### src/rtl/dmem_ctrl.sv
// dmem_ctrl: two-port data-memory controller in front of a single-port,
// word-addressed data_mem. Round-robin arbitration, byte-to-word address
// conversion, sub-word read-modify-write stores, sign/zero-extended loads,
// and fault responses for misaligned or out-of-range requests.
module dmem_ctrl #(
  parameter int unsigned DEPTH = 1024
) (
  input  logic        clk_in,
  input  logic        rst_n_in,
  input  logic [1:0]  req_valid_in,
  output logic [1:0]  req_ready_out,
  input  logic [1:0]  req_we_in,
  input  logic [3:0]  req_size_in,
  input  logic [1:0]  req_unsigned_in,
  input  logic [63:0] req_addr_in,
  input  logic [63:0] req_wdata_in,
  output logic [1:0]  rsp_valid_out,
  output logic [31:0] rsp_rdata_out,
  output logic        rsp_err_out,
  output logic        mem_store_en_out,
  output logic        mem_load_en_out,
  output logic [31:0] mem_addr_out,
  output logic [31:0] mem_wdata_out,
  input  logic [31:0] mem_rdata_in
);

  typedef enum logic [2:0] {
    IDLE,
    RD,
    RDWAIT,
    WR,
    RESP
  } state_t;

  localparam logic [1:0] SZ_BYTE = 2'b00;
  localparam logic [1:0] SZ_HALF = 2'b01;
  localparam logic [1:0] SZ_WORD = 2'b10;
  localparam logic [1:0] SZ_BAD  = 2'b11;

  // One past the last legal byte address.
  localparam logic [32:0] ADDR_LIMIT = 33'(DEPTH) << 2;

  state_t      state;
  logic        last_grant;

  // Request fields captured on accept
  logic        cap_port;
  logic        cap_we;
  logic [1:0]  cap_size;
  logic        cap_uns;
  logic [1:0]  cap_lane;
  logic [15:0] cap_wdata;

  // Arbitration and the selected requester's fields
  logic [1:0]  grant;
  logic        sel;
  logic        accept;
  logic        s_we;
  logic [1:0]  s_size;
  logic        s_uns;
  logic [31:0] s_addr;
  logic [31:0] s_wdata;
  logic        s_fault;

  // Read-data datapath used in RDWAIT
  logic [7:0]  byte_val;
  logic [15:0] half_val;
  logic [31:0] load_ext;
  logic [31:0] merged;

  // Round-robin grant: a lone requester wins, a tie goes to the port not granted last
  always_comb begin
    grant = '0;
    case (req_valid_in)
      2'b01:   grant = 2'b01;
      2'b10:   grant = 2'b10;
      2'b11:   grant = last_grant ? 2'b01 : 2'b10;
      default: grant = '0;
    endcase
  end

  assign req_ready_out = (state == IDLE) ? grant : '0;
  assign accept        = |(req_valid_in & req_ready_out);
  assign sel           = grant[1];

  // Mux the granted port's request and classify faults
  always_comb begin
    s_we    = sel ? req_we_in[1]         : req_we_in[0];
    s_size  = sel ? req_size_in[3:2]     : req_size_in[1:0];
    s_uns   = sel ? req_unsigned_in[1]   : req_unsigned_in[0];
    s_addr  = sel ? req_addr_in[63:32]   : req_addr_in[31:0];
    s_wdata = sel ? req_wdata_in[63:32]  : req_wdata_in[31:0];
    s_fault = (s_size == SZ_BAD)
           || ((s_size == SZ_HALF) && s_addr[0])
           || ((s_size == SZ_WORD) && (s_addr[1:0] != 2'b00))
           || ({1'b0, s_addr} >= ADDR_LIMIT);
  end

  // Lane extraction/extension for loads and lane merge for sub-word stores
  always_comb begin
    byte_val = mem_rdata_in[{cap_lane, 3'b000} +: 8];
    half_val = mem_rdata_in[{cap_lane[1], 4'b0000} +: 16];
    case (cap_size)
      SZ_BYTE: load_ext = {{24{byte_val[7] & ~cap_uns}}, byte_val};
      SZ_HALF: load_ext = {{16{half_val[15] & ~cap_uns}}, half_val};
      default: load_ext = mem_rdata_in;
    endcase
    merged = mem_rdata_in;
    if (cap_size == SZ_BYTE)
      merged[{cap_lane, 3'b000} +: 8] = cap_wdata[7:0];
    else
      merged[{cap_lane[1], 4'b0000} +: 16] = cap_wdata[15:0];
  end

  // Transaction FSM with registered strobes and response outputs
  always_ff @(posedge clk_in or negedge rst_n_in) begin
    if (!rst_n_in) begin
      state            <= IDLE;
      last_grant       <= 1'b1;
      cap_port         <= 1'b0;
      cap_we           <= 1'b0;
      cap_size         <= '0;
      cap_uns          <= 1'b0;
      cap_lane         <= '0;
      cap_wdata        <= '0;
      rsp_valid_out    <= '0;
      rsp_rdata_out    <= '0;
      rsp_err_out      <= 1'b0;
      mem_store_en_out <= 1'b0;
      mem_load_en_out  <= 1'b0;
      mem_addr_out     <= '0;
      mem_wdata_out    <= '0;
    end else begin
      mem_store_en_out <= 1'b0;
      mem_load_en_out  <= 1'b0;
      rsp_valid_out    <= '0;
      rsp_rdata_out    <= '0;
      rsp_err_out      <= 1'b0;
      case (state)
        IDLE: begin
          if (accept) begin
            last_grant <= sel;
            cap_port   <= sel;
            cap_we     <= s_we;
            cap_size   <= s_size;
            cap_uns    <= s_uns;
            cap_lane   <= s_addr[1:0];
            cap_wdata  <= s_wdata[15:0];
            if (s_fault) begin
              state         <= RESP;
              rsp_valid_out <= {sel, ~sel};
              rsp_err_out   <= 1'b1;
            end else if (s_we && (s_size == SZ_WORD)) begin
              state            <= WR;
              mem_store_en_out <= 1'b1;
              mem_addr_out     <= {2'b00, s_addr[31:2]};
              mem_wdata_out    <= s_wdata;
            end else begin
              // Loads and sub-word stores both start with a word read
              state           <= RD;
              mem_load_en_out <= 1'b1;
              mem_addr_out    <= {2'b00, s_addr[31:2]};
            end
          end
        end
        RD: state <= RDWAIT;
        RDWAIT: begin
          if (cap_we) begin
            state            <= WR;
            mem_store_en_out <= 1'b1;
            mem_wdata_out    <= merged;
          end else begin
            state         <= RESP;
            rsp_valid_out <= {cap_port, ~cap_port};
            rsp_rdata_out <= load_ext;
          end
        end
        WR: begin
          state         <= RESP;
          rsp_valid_out <= {cap_port, ~cap_port};
        end
        RESP:    state <= IDLE;
        default: state <= IDLE;
      endcase
    end
  end

endmodule

### config.mk
export PLATFORM = sky130hd
export DESIGN_NAME = dmem_ctrl
export DESIGN_NICKNAME = d
export VERILOG_FILES = /design/src/rtl/dmem_ctrl.sv
export SDC_FILE = /design/constraint.sdc
export NUM_CORES = 1
export LEC_CHECK = 0
export ABC_AREA = 0
export CAP_MARGIN = 15
export CORE_MARGIN = 5
export CORE_UTILIZATION = 39
export DETAILED_ROUTE_END_ITERATION = 12
export PLACE_DENSITY = 0.74
export SLEW_MARGIN = 0
export SYNTH_ARGS = -nofsm -noshare
export SYNTH_HDL_FRONTEND = slang
export SYNTH_SLANG_ARGS = --single-unit
### constraint.sdc
create_clock -name clk_in -period 2.1 [get_ports clk_in]
set_input_delay 0.315 -clock clk_in [delete_from_list [all_inputs] [get_ports clk_in]]
set_output_delay 0.315 -clock clk_in [all_outputs]
set_load 0.005 [all_outputs]
---- Yosys cells after proc, flatten, opt, wreduce, memory -nomap -nowiden ----
Index checks and enable logic that the tools add are counted.
storage, ports and cells
  output and inout bits ................... 103
  word-level logic and storage cells ...... 99
  register bits after elaboration ......... 126
  input bits .............................. 172
cells by class
  bitwise gates (word level) .............. 7
  $add $sub $neg .......................... 2
  reductions and logical operators ........ 14
  $lt $le $gt $ge ......................... 1
  equal/unequal tests ..................... 14
  multiplexer cells ....................... 40
  shifts and indexed selects .............. 6
operator list
  kind                     number
  $mux 32                  9
  $pmux 32 s2              2
  $bwmux 32                2
  $ge 32x13->1 const B     1
  $shift 16x7->32 const A  1
  $shift 8x7->32 const A   1
  $shiftx 16x7->32         1
  $shiftx 32x6->16         1
  $shiftx 32x6->8          1
  $shiftx 8x7->32          1
  $mux 2                   7
  $neg 5->7                2
  $mux 1                   13
  $pmux 2 s3               2
  $pmux 3 s4               1
  $mux 3                   3
  $eq 2x2->1 const B       4
  $eq 2x1->1 const B       3
  $eq 3x2->1 const B       2
  $ne 2x2->1 const B       3
  $reduce_and 5->1         1
  $not 1->1                4
  $reduce_bool 2->1        2
  $eq 3x1->1 const B       1
  other kinds (11)         16

---- Depth between registers and ports, before layout ----
Gate-level depths: netlist of run 1.
  depth in word-level cells ............... 11
  gate-level depth with buffers ........... 10
  depth with buffers taken out ............ 8

---- Worst setup path after synthesis of run 1 ----
Ideal clock, no wire load.
  kind .................................... register to register
  start ................................... register cap_lane[1]
  end ..................................... register mem_wdata_out[0]
  period minus slack after synthesis ...... 2.022 ns
  data required time ...................... 1.975 ns
  arrival time ............................ 1.897 ns
  stages on the path, launching flop included .. 9
  path slack .............................. 0.078 ns
  path buffers ............................ 1
  library setup time ...................... 0.125 ns
  path through ............................ dfrtp_1 > buf_2 > inv_1 > ha_1 > nor2_1 > a41o_1 > a221oi_1 > a21oi_1 > mux2_4
on the way
  word-level cells in the longest chain between the ends .. 6
  elaborated cells on any way between the ends .. 11
  classes of those cells .................. add/sub (2); shift (4); mux (5)
ends and longest elaborated chain
  element                                         RTL line  source
  start, declared                                 51        logic [1:0] cap_lane;
  start signal, assigned                          147       cap_lane <= s_addr[1:0];
  $neg 5->7 (on tied branches)                    112, 110
  $shiftx 16x7->32, or another cell as far along  112       merged[{cap_lane[1], 4'b0000} +: 16] = cap_wdata[15:0];
  $bwmux 32 (on tied branches)                    112, 110
  $mux 32 (*)                                     109       if (cap_size == SZ_BYTE)
  $mux 32 (*)                                     168       if (cap_we) begin
  $pmux 32 s2 (*)                                 139       case (state)
  end signal, assigned                            157       mem_wdata_out <= s_wdata;
  end signal, assigned                            171       mem_wdata_out <= merged;
  end, declared                                   23        output logic [31:0] mem_wdata_out,
Mark *: on every way between the ends. The rest lies on a longest branch, timed or not. The select of a mux whose other input is x is not followed.
A chain may end at the register's enable or synchronous reset.

---- Worst setup path after layout of run 1 ----
  start ................................... register last_grant
  end ..................................... output port req_ready_out[1]
on the way
  word-level cells in the longest chain between the ends .. 3
ends and longest elaborated chain
  element                 RTL line  source
  start, declared         44        logic last_grant;
  start signal, assigned  142       last_grant <= sel;
  $mux 2                  77        2'b11: grant = last_grant ? 2'b01 : 2'b10;
  $pmux 2 s3              74        case (req_valid_in)
  $mux 2                  82        assign req_ready_out = (state == IDLE) ? grant : '0;
  end, declared           11        output logic [1:0] req_ready_out,
Every way passes these cells.

==> results of run 1 <==
-- through the flow --
step           std cells  util (%)  hold WS [ns]  power [uW]  area (um2)
4_1_cts             1168     64.30        0.4318        7743       10510
2_1_floorplan        622         -       0.01941        3469        6427
5_1_grt             1169     64.85        0.4644        8085       10600
3_5_place_dp        1126     59.47        0.2995        4317        9722
3_3_place_gp        1126     59.47        0.2904        4297        9722
6_report            1169     64.85        0.4064        7757       10600
-- cells in the final DEF, fill, tap and decap left out, types with 29 or more instances in the layout --
master / synthesis / routed
sky130_fd_sc_hd__a21oi_1: 54 / 51
sky130_fd_sc_hd__nand2_1: 54 / 54
sky130_fd_sc_hd__dfrtp_1: 125 / 125
sky130_fd_sc_hd__buf_4: 3 / 55
sky130_fd_sc_hd__clkdlybuf4s50_1: 0 / 268
sky130_fd_sc_hd__a221oi_1: 32 / 29
sky130_fd_sc_hd__inv_1: 39 / 36
sky130_fd_sc_hd__nor2_1: 30 / 29
sky130_fd_sc_hd__mux2i_1: 48 / 46
sky130_fd_sc_hd__o21ai_0: 43 / 43
-- critical path: stages (launching register included) --
cell                            delay [ns]
sky130_fd_sc_hd__dfstp_2              0.56
sky130_fd_sc_hd__inv_2                0.05
sky130_fd_sc_hd__a21boi_2             0.16
sky130_fd_sc_hd__buf_4                0.13
sky130_fd_sc_hd__buf_4                0.11
sky130_fd_sc_hd__nor2_1               0.04
sky130_fd_sc_hd__dlygate4sd2_1        0.27
-- state kept, by name (all words and copies together) (netlist names), 2 cells and up --
| name | count |
|---|---|
| mem_addr_out | 30 |
| state | 3 |
| rsp_rdata_out | 32 |
| cap_wdata | 16 |
| cap_size | 2 |
| cap_lane | 2 |
| mem_wdata_out | 32 |
| rsp_valid_out | 2 |
-- power by group through the flow --
stage | Combinational (uW) | Sequential [uW] | Clock, uW
3_5_place_dp | 1620 | 2700 | 0
4_1_cts | 1660 | 2660 | 3420
5_1_grt | 1870 | 2680 | 3540
3_3_place_gp | 1600 | 2690 | 0
6_report | 1720 | 2660 | 3370
2_1_floorplan | 808 | 2660 | 0
-- worst paths after layout --
| check | start | slack (ns) | endpoint |
|---|---|---|---|
| max | last_grant | 0.07 | req_ready_out[1] |
| min | rst_n_in | 0.41 | mem_wdata_out[16] |
| max reg2reg | last_grant | 0.09 | rsp_valid_out[0] |
| min reg2reg | mem_addr_out[1] | 0.48 | mem_addr_out[1] |
| max in group asynchronous | rst_n_in | 0.95 | last_grant |
| min in group clk_in | mem_addr_out[1] | 0.48 | mem_addr_out[1] |
-- layout make-up --
| cell class | count | area share, % |
|---|---|---|
| inverters | 39 | 1.381 |
| clock buffers | 22 | 4.379 |
| well taps | 220 | 2.596 |
| multi-input cells | 412 | 28.37 |
| clock inverters | 10 | 1.971 |
| flip-flops and latches | 126 | 29.75 |
| repair buffers | 340 | 31.55 |
-- what timing repair did --
item                                    in CTS  in global routing
pin swaps                                    1                  6
gates resized for setup                     13                 22
hold endpoints to repair                    50                  0
hold buffers                                 1                  0
setup buffers                                9                  2
endpoints found under the setup margin       3                 33
-- cell families (layout without fill, tap and decap cells) --
group / after synthesis / count (layout) / share of synthesized area (%)
AND/OR/NAND/NOR: 145 / 145 / 10.99
other: 1 / 2 / 0.05838
adder cells (fa/ha/maj): 5 / 5 / 0.9739
flip-flops: 126 / 126 / 49.10
AO/OA/AOI/OAI: 187 / 187 / 19.97
buffers and inverters: 84 / 411 / 5.824
multiplexers: 73 / 73 / 13.09
-- Yosys cell counts, types with 2 or more instances --
library cell                  n
sky130_fd_sc_hd__nand3_1      3
sky130_fd_sc_hd__o21ai_0     43
sky130_fd_sc_hd__buf_2       13
sky130_fd_sc_hd__a221oi_1    32
sky130_fd_sc_hd__nand3b_1     3
sky130_fd_sc_hd__mux2i_1     48
sky130_fd_sc_hd__inv_1       39
sky130_fd_sc_hd__o22ai_1      2
sky130_fd_sc_hd__o211ai_1     2
sky130_fd_sc_hd__a21oi_2      2
sky130_fd_sc_hd__mux2_2       4
sky130_fd_sc_hd__nor4_1      10
sky130_fd_sc_hd__clkbuf_1    23
sky130_fd_sc_hd__dfrtp_1    125
sky130_fd_sc_hd__and2_1      21
sky130_fd_sc_hd__nor2b_1      8
sky130_fd_sc_hd__nand2_1     54
sky130_fd_sc_hd__a21oi_1     54
sky130_fd_sc_hd__and4_1       2
sky130_fd_sc_hd__buf_6        4
sky130_fd_sc_hd__nor2_1      30
sky130_fd_sc_hd__o21ai_1      2
sky130_fd_sc_hd__a2bb2oi_1    8
sky130_fd_sc_hd__nor3_1       5
sky130_fd_sc_hd__buf_4        3
sky130_fd_sc_hd__mux2_4      21
sky130_fd_sc_hd__a211oi_1     8
sky130_fd_sc_hd__ha_1         5
sky130_fd_sc_hd__a222oi_1    15
sky130_fd_sc_hd__nand4_1      2
sky130_fd_sc_hd__o211a_1      8
-- routing by layer --
layer  track usage, %  routed length (um)  up-vias
met5                0                   0        -
met4            10.71                 904        0
met3            7.217                1995       49
met2            37.67               10710      335
met1            28.74                9161     2923
li1                 -                   -     2899
==> results.md, run 1 <==
- The via count of the first global-routing pass is 6299.
- Before CTS, the worst setup slack after placement is -0.4039 ns.
- Net switching is 27.05% of the power.
- The internal portion of the total power is 5658 uW.
- The startpoint type of the worst setup path is a flip-flop.
- In this run, distinct cell masters in the synthesized netlist total 53.
- The power density relative to cell area is 731.7 nW/um2.
- The share of total power in combinational logic is 22.2%.
- The synthesized area divided by synthesized cell count is 10.34 um2.
- The clock passes through at most 2 buffers.
- The slew at the pin with the worst max-slew slack is 0.8651 ns.
- The total wire length is 22770 um.
- Summed over its instances, the top area cell type makes up 48.69% of the synthesized netlist area.
- The initial utilization of the core area, before any placement, comes to 39.29%.
- At the worst endpoint, the arrival time is 1.72 ns.
- Entering global routing, the biggest net connects 54 pins.
- The maximum ir drop on the vdd rail is 623.9 uV.
- In this run the number of H-tree levels came out at 4.
- In this run the static leakage power is 0.004874 uW.
- The logic depth of the worst register-to-register path is 12.
- The number of rows in the core area is 47.
- The run finished with clean final reports.
- The Yosys step of the flow raised 0 warnings.
- After synthesis the cells add up to 6424 um2.
- Detailed routing inserted a total of 6206 vias.
- After clock tree synthesis, the clock-pin slew on the worst setup and hold paths is 0.06 ns.
- The final period utilization is 96.83%.
- The worst setup path is captured at an output port.
- The CTS tree is yes.
- The number of antenna violations at the first check in global routing came to 0.
- The filler cell count is 1316.
- In this run the remaining antenna-violating nets after routing total 0.
- The floorplan step defined a core boundary enclosing 16350 um2.
- The area added between synthesis and finish is 65.04%.
- Along the worst path, the maximum fanout reaches 3.
- TritonCTS created 17 clock buffers.
- The initial DRC count is 476.
- The total of endpoints with negative setup slack in the final report is 0.
- The sequential cells in the finished layout cover a total of 3154 um2.
- The combined area of the multi-input logic cells is 3008 um2.
- The wire length of the first global-routing pass is 35310 um.
- At the end of the flow, the number of nets in the layout was 1113.
- The mean routed wirelength per cell is 19.48 um.
- Timing would allow up to 491.8 MHz.
- The number of sinks driven by the clock tree is 126.
- At the end of routability-driven placement, the weighted congestion stood at 0.9039.
- The die covers 19140 um2.
- The DRC violation count after routing is 0.
- The ratio of routed vias to standard cells is 5.309.
- Across every metal layer, demand over resource in global routing totals 23.33%.
- In this run, synthesis produced a sequential element count of 126.
- The wire-length estimate of the detail-placed layout is 17510 um.
- In this run the power spent charging and discharging nets is 2098 uW.
- The worst min-delay path class is in2async.
- Among all flip-flop cells after synthesis, the most frequent one is sky130_fd_sc_hd__dfrtp_1.
- The gate count of the mapped netlist is 621.
- The die is 138.3 um wide.
- Setup repair after global routing could not meet its margin everywhere.
- The post-route netlist has 15.91% of its cells at a drive strength greater than 1.
- The first detailed-routing pass ran for 6 iterations.
- On the final layout, the worst clock skew is 0.009204 ns.
- The time the final worst path needs with I/O delays and setup is 2.033 ns.
- The number of top-level pins is 275.
- The number of flops mapped to enable cells by yosys is 0.
- 0 antenna diodes ended up in the layout.
- The data required time at the worst endpoint is 1.78 ns.
- The cell sitting at the root of the clock tree is a sky130_fd_sc_hd__clkbuf_16.
- The most area-hungry cell type in the Yosys netlist is sky130_fd_sc_hd__dfrtp_1.
- Sequential elements use 49.10% of the synthesized area.
- The remaining max-slew budget at the tightest pin is 41.88%.
- The post-synthesis async set-or-reset flop share is 100.0%.
- The number of failing hold endpoints at the final stage is 0.
- The count of pins over their slew limit was 0.
- The clock latency on the worst-skew pair is 0.42 ns.
- The power share of the clock group is 43.4%.
- The category of the most critical setup path is reg2out.
- The worst path setup slack after routing is 0.06653 ns.
- Measured along the y axis, the die boundary spans 138.3 um.
- Sorting the synthesized cells by area gives the leading types as sky130_fd_sc_hd__dfrtp_1 (49%), sky130_fd_sc_hd__mux2i_1 (7.5%), sky130_fd_sc_hd__mux2_4 (4.9%), sky130_fd_sc_hd__a221oi_1 (4.4%), sky130_fd_sc_hd__a21oi_1 (4.2%).
- The sequential power share is 34.4%.
- The count of input and output buffers is 272.
- After routing, the total negative slack on setup checks comes to 0 ns.
- Across the run, the number of max-cap violations was 0.
- Summed over all layers, the global routing overflow is 0.
Note: power is estimated with default switching activity, not from simulation.
==> run 2, diff against run 1 <==
--- a/config.mk
+++ b/config.mk
@@ -5,12 +5,12 @@
 export SDC_FILE = /design/constraint.sdc
 export NUM_CORES = 1
 export LEC_CHECK = 0
-export ABC_AREA = 0
 export CAP_MARGIN = 15
 export CORE_MARGIN = 5
-export CORE_UTILIZATION = 39
+export CORE_UTILIZATION = 40
 export DETAILED_ROUTE_END_ITERATION = 12
-export PLACE_DENSITY = 0.74
+export DONT_BUFFER_PORTS = 1
+export PLACE_DENSITY = 0.52
 export SLEW_MARGIN = 0
 export SYNTH_ARGS = -nofsm -noshare
 export SYNTH_HDL_FRONTEND = slang
==> run 2 against run 1 <==
  * The flow now finishes with violations (negative hold slack)
  * Flip-flop and latch count unchanged
  * Setup slack better by 0.0073 ns
  * Core utilization down 17 points
  * Clock power down 12%
  * Via count down 19%
  * Clock skew up 0.0085 ns
  * Fmax up 0.36%
  * Register-to-register slack worse by 0.02 ns
  * Non-clock buffer count down 297
  * Critical endpoint is now mem_wdata_out[5]
  * Largest cell class is now registers
==> results.md, run 2 (synthesized netlist as in run 1, its figures left out) <==
- Once detail routing completed, the nets flagged for antenna violations numbered 0.
- Setup repair after global routing could not meet its margin everywhere.
- The slew at the pin with the worst max-slew slack is 0.7351 ns.
- In this run the core area contains 46 standard-cell rows.
- The library cell used most frequently in the layout, excluding fill and tap cells, is sky130_fd_sc_hd__dfrtp_1.
- For this run, the slowest stage of the critical path takes 0.37 ns.
- The net count reported at finish is 816.
- The first global-routing pass estimated 30570 um of wire.
- At the later pin of the worst-skew pair, clock insertion delay measures 0.42 ns.
- The largest registers in the layout are mem_wdata_out x32, rsp_rdata_out x32, mem_addr_out x30.
- The worst min-delay path class is in2async.
- The clock-pin slew of the registers on the worst-case setup and hold paths is 0.06 ns.
- The maximum ir drop on the vdd rail is 608.6 uV.
- The total overflow left after global routing is 0.
- TritonCTS built the clock tree.
- The startpoint type of the worst setup path is a flip-flop.
- The number of failing hold endpoints at the final stage came to 126.
- The master of the slowest instance on the critical path is sky130_fd_sc_hd__a41o_2.
- The routed layout has 5033 vias.
- The flow ran to the end, but the final reports show violations.
- Setup violations remaining at the end of the flow were counted as 0.
- No sink is reached through more buffers than the 2 on the longest clock path.
- The maximum clock rate is 493.5 MHz.
- The post-placement worst setup slack is 0.007497 ns.
- The height of the chip is 136.7 um.
- The DRC violation count after routing is 0.
- Routability-driven placement finished with a final weighted congestion of 0.9495.
- Entering global routing, the biggest net connects 127 pins.
- The max-cap violation count is 0.
- The iteration count of the initial detailed-routing pass is 5.
- Between clock sinks in the finished design, the worst skew comes to 0.01768 ns.
- The tightest hold path in the finished design has a slack of -0.4060 ns.
- The cell leakage power is 0.003676 uW.
- The time the final worst path needs with I/O delays and setup is 2.026 ns.
- The final antenna diode count is 0.
- The critical path starts at cap_lane[0].
- The final reports fail on negative hold slack.
- The final period utilization is 96.49%.
- Dividing the detail-routed wire length by the instance count gives 23.68 um.
- The combined buffer and inverter count along the critical path is 1.
- Wires add up to 20560 um.
- The initial cell density of the core is 40.58%.
- After legalization and detailed placement, the total HPWL measured 15770 um.
- The die width is 136.7 um.
- The share of the core filled with cells in the final layout is 47.47%.
- After detailed routing, the number of vias per cell comes to 5.798.
- After floorplanning, the core was sized to cover 15830 um2.
- The area added between synthesis and finish is 16.97%.
- The count of pins over their slew limit came to 0.
- In this run the number of H-tree levels came out at 4.
- The initial DRC count is 400.
- The power density relative to cell area is 918.8 nW/um2.
- In the layout the commonest cells are sky130_fd_sc_hd__dfrtp_1 (125), sky130_fd_sc_hd__nand2_1 (54), sky130_fd_sc_hd__a21oi_1 (54), sky130_fd_sc_hd__mux2i_1 (48), sky130_fd_sc_hd__o21ai_0 (43).
- The startpoint identified for the worst register-to-register timing path is cap_lane[0].
- STA classifies the critical path endpoint as a flip-flop.
- The clock tree root buffer cell is sky130_fd_sc_hd__clkbuf_16.
- The number of antenna violations at the first check in global routing is 0.
- The post-route netlist has 18.25% of its cells at a drive strength greater than 1.
- The count of input and output buffers is 0.
- The register-to-register setup slack is 0.07 ns.
- Walking the worst path, the cells encountered are inv_2, ha_1, nor2_1, a41o_2, a221oi_1, a21oi_1, mux2_4.
- At the worst endpoint, the required time is 2.40 ns.
- Measured against its own limit, the worst slew margin works out to 50.62%.
- The number of sinks driven by the clock tree is 126.
- The setup path with the least slack is of type reg2reg.
- Grouping stages by cell kind, the critical path spends the most delay in compound AO/OA/AOI/OAI gates.
- For this run, the total global-route usage over all layers was measured as 21.91%.
- Setup slack closes at 0.07378 ns.
- The highest net fanout along the worst path is 8.
- The via count of the first global-routing pass is 5244.
- STA puts the critical path data arrival time at 2.33 ns.
- The die area is 18690 um2.
- In this run the count of I/O pins placed on the die edge is 275.
- Counting the buffers created by CTS gives 17.
run 2: changes by cell type in the layout (fill, tap and decap cells not counted), moves of 4 or more:
cell,delta
sky130_fd_sc_hd__clkdlybuf4s50_1,-268
sky130_fd_sc_hd__inv_6,+7
sky130_fd_sc_hd__bufinv_16,-4
sky130_fd_sc_hd__buf_4,-17
sky130_fd_sc_hd__buf_6,-5
run 2: metrics by stage:
| step | hold slack [ns] | TNS, ns | std cells | instance area (um2) | total power (uW) |
|---|---|---|---|---|---|
| 6_report | -0.4060 | 0 | 868 | 7513 | 6904 |
| 5_1_grt | -0.4297 | -0.1347 | 868 | 7513 | 7217 |
| 4_1_cts | -0.4254 | 0 | 864 | 7420 | 6889 |
| 3_5_place_dp | 0.02431 | 0 | 832 | 6820 | 3870 |
| 3_3_place_gp | 0.02517 | 0 | 832 | 6820 | 3844 |
| 2_1_floorplan | 0.01941 | 0 | 622 | 6427 | 3469 |
run 2: area by class of cell:
| class | instances | area [um2] |
|---|---|---|
| Clock buffer | 17 | 425.4 |
| Clock inverter | 15 | 173.9 |
| Fill cell | 1491 | 8314 |
| Inverter | 39 | 146.4 |
| Multi-Input combinational cell | 412 | 2967 |
| Sequential cell | 126 | 3154 |
| Tap cell | 216 | 270.3 |
| Timing Repair Buffer | 43 | 376.6 |
run 2: routing by layer:
metal	up-vias	track usage, %	wire (um)
li1	2299	-	-
met1	2434	25.98	7797
met2	268	36.12	9964
met3	32	8.529	2254
met4	0	7.951	540
met5	-	0	0
run 2: worst paths after layout:
kind / to / cells past startpoint
setup / recovery: mem_wdata_out[5] / 7
hold / removal: rsp_rdata_out[19] / 0
setup reg to reg: mem_wdata_out[5] / 7
hold reg to reg: cap_wdata[15] / 2
max in group asynchronous: last_grant / 0
min in group clk_in: rsp_rdata_out[18] / 2
run 2: report_power, final:
group          internal, uW  switching [uW]  total [uW]
Clock                  1790            1190        2980
Sequential             2530             149        2680
Combinational           514             723        1240
run 2: repair_timing:
action / CTS / global route
setup endpoints to repair: 2 / 31
pin swaps: 0 / 0
endpoints found under the hold margin: 126 / 126
setup buffers: 0 / 4
resized for setup: 1 / 14
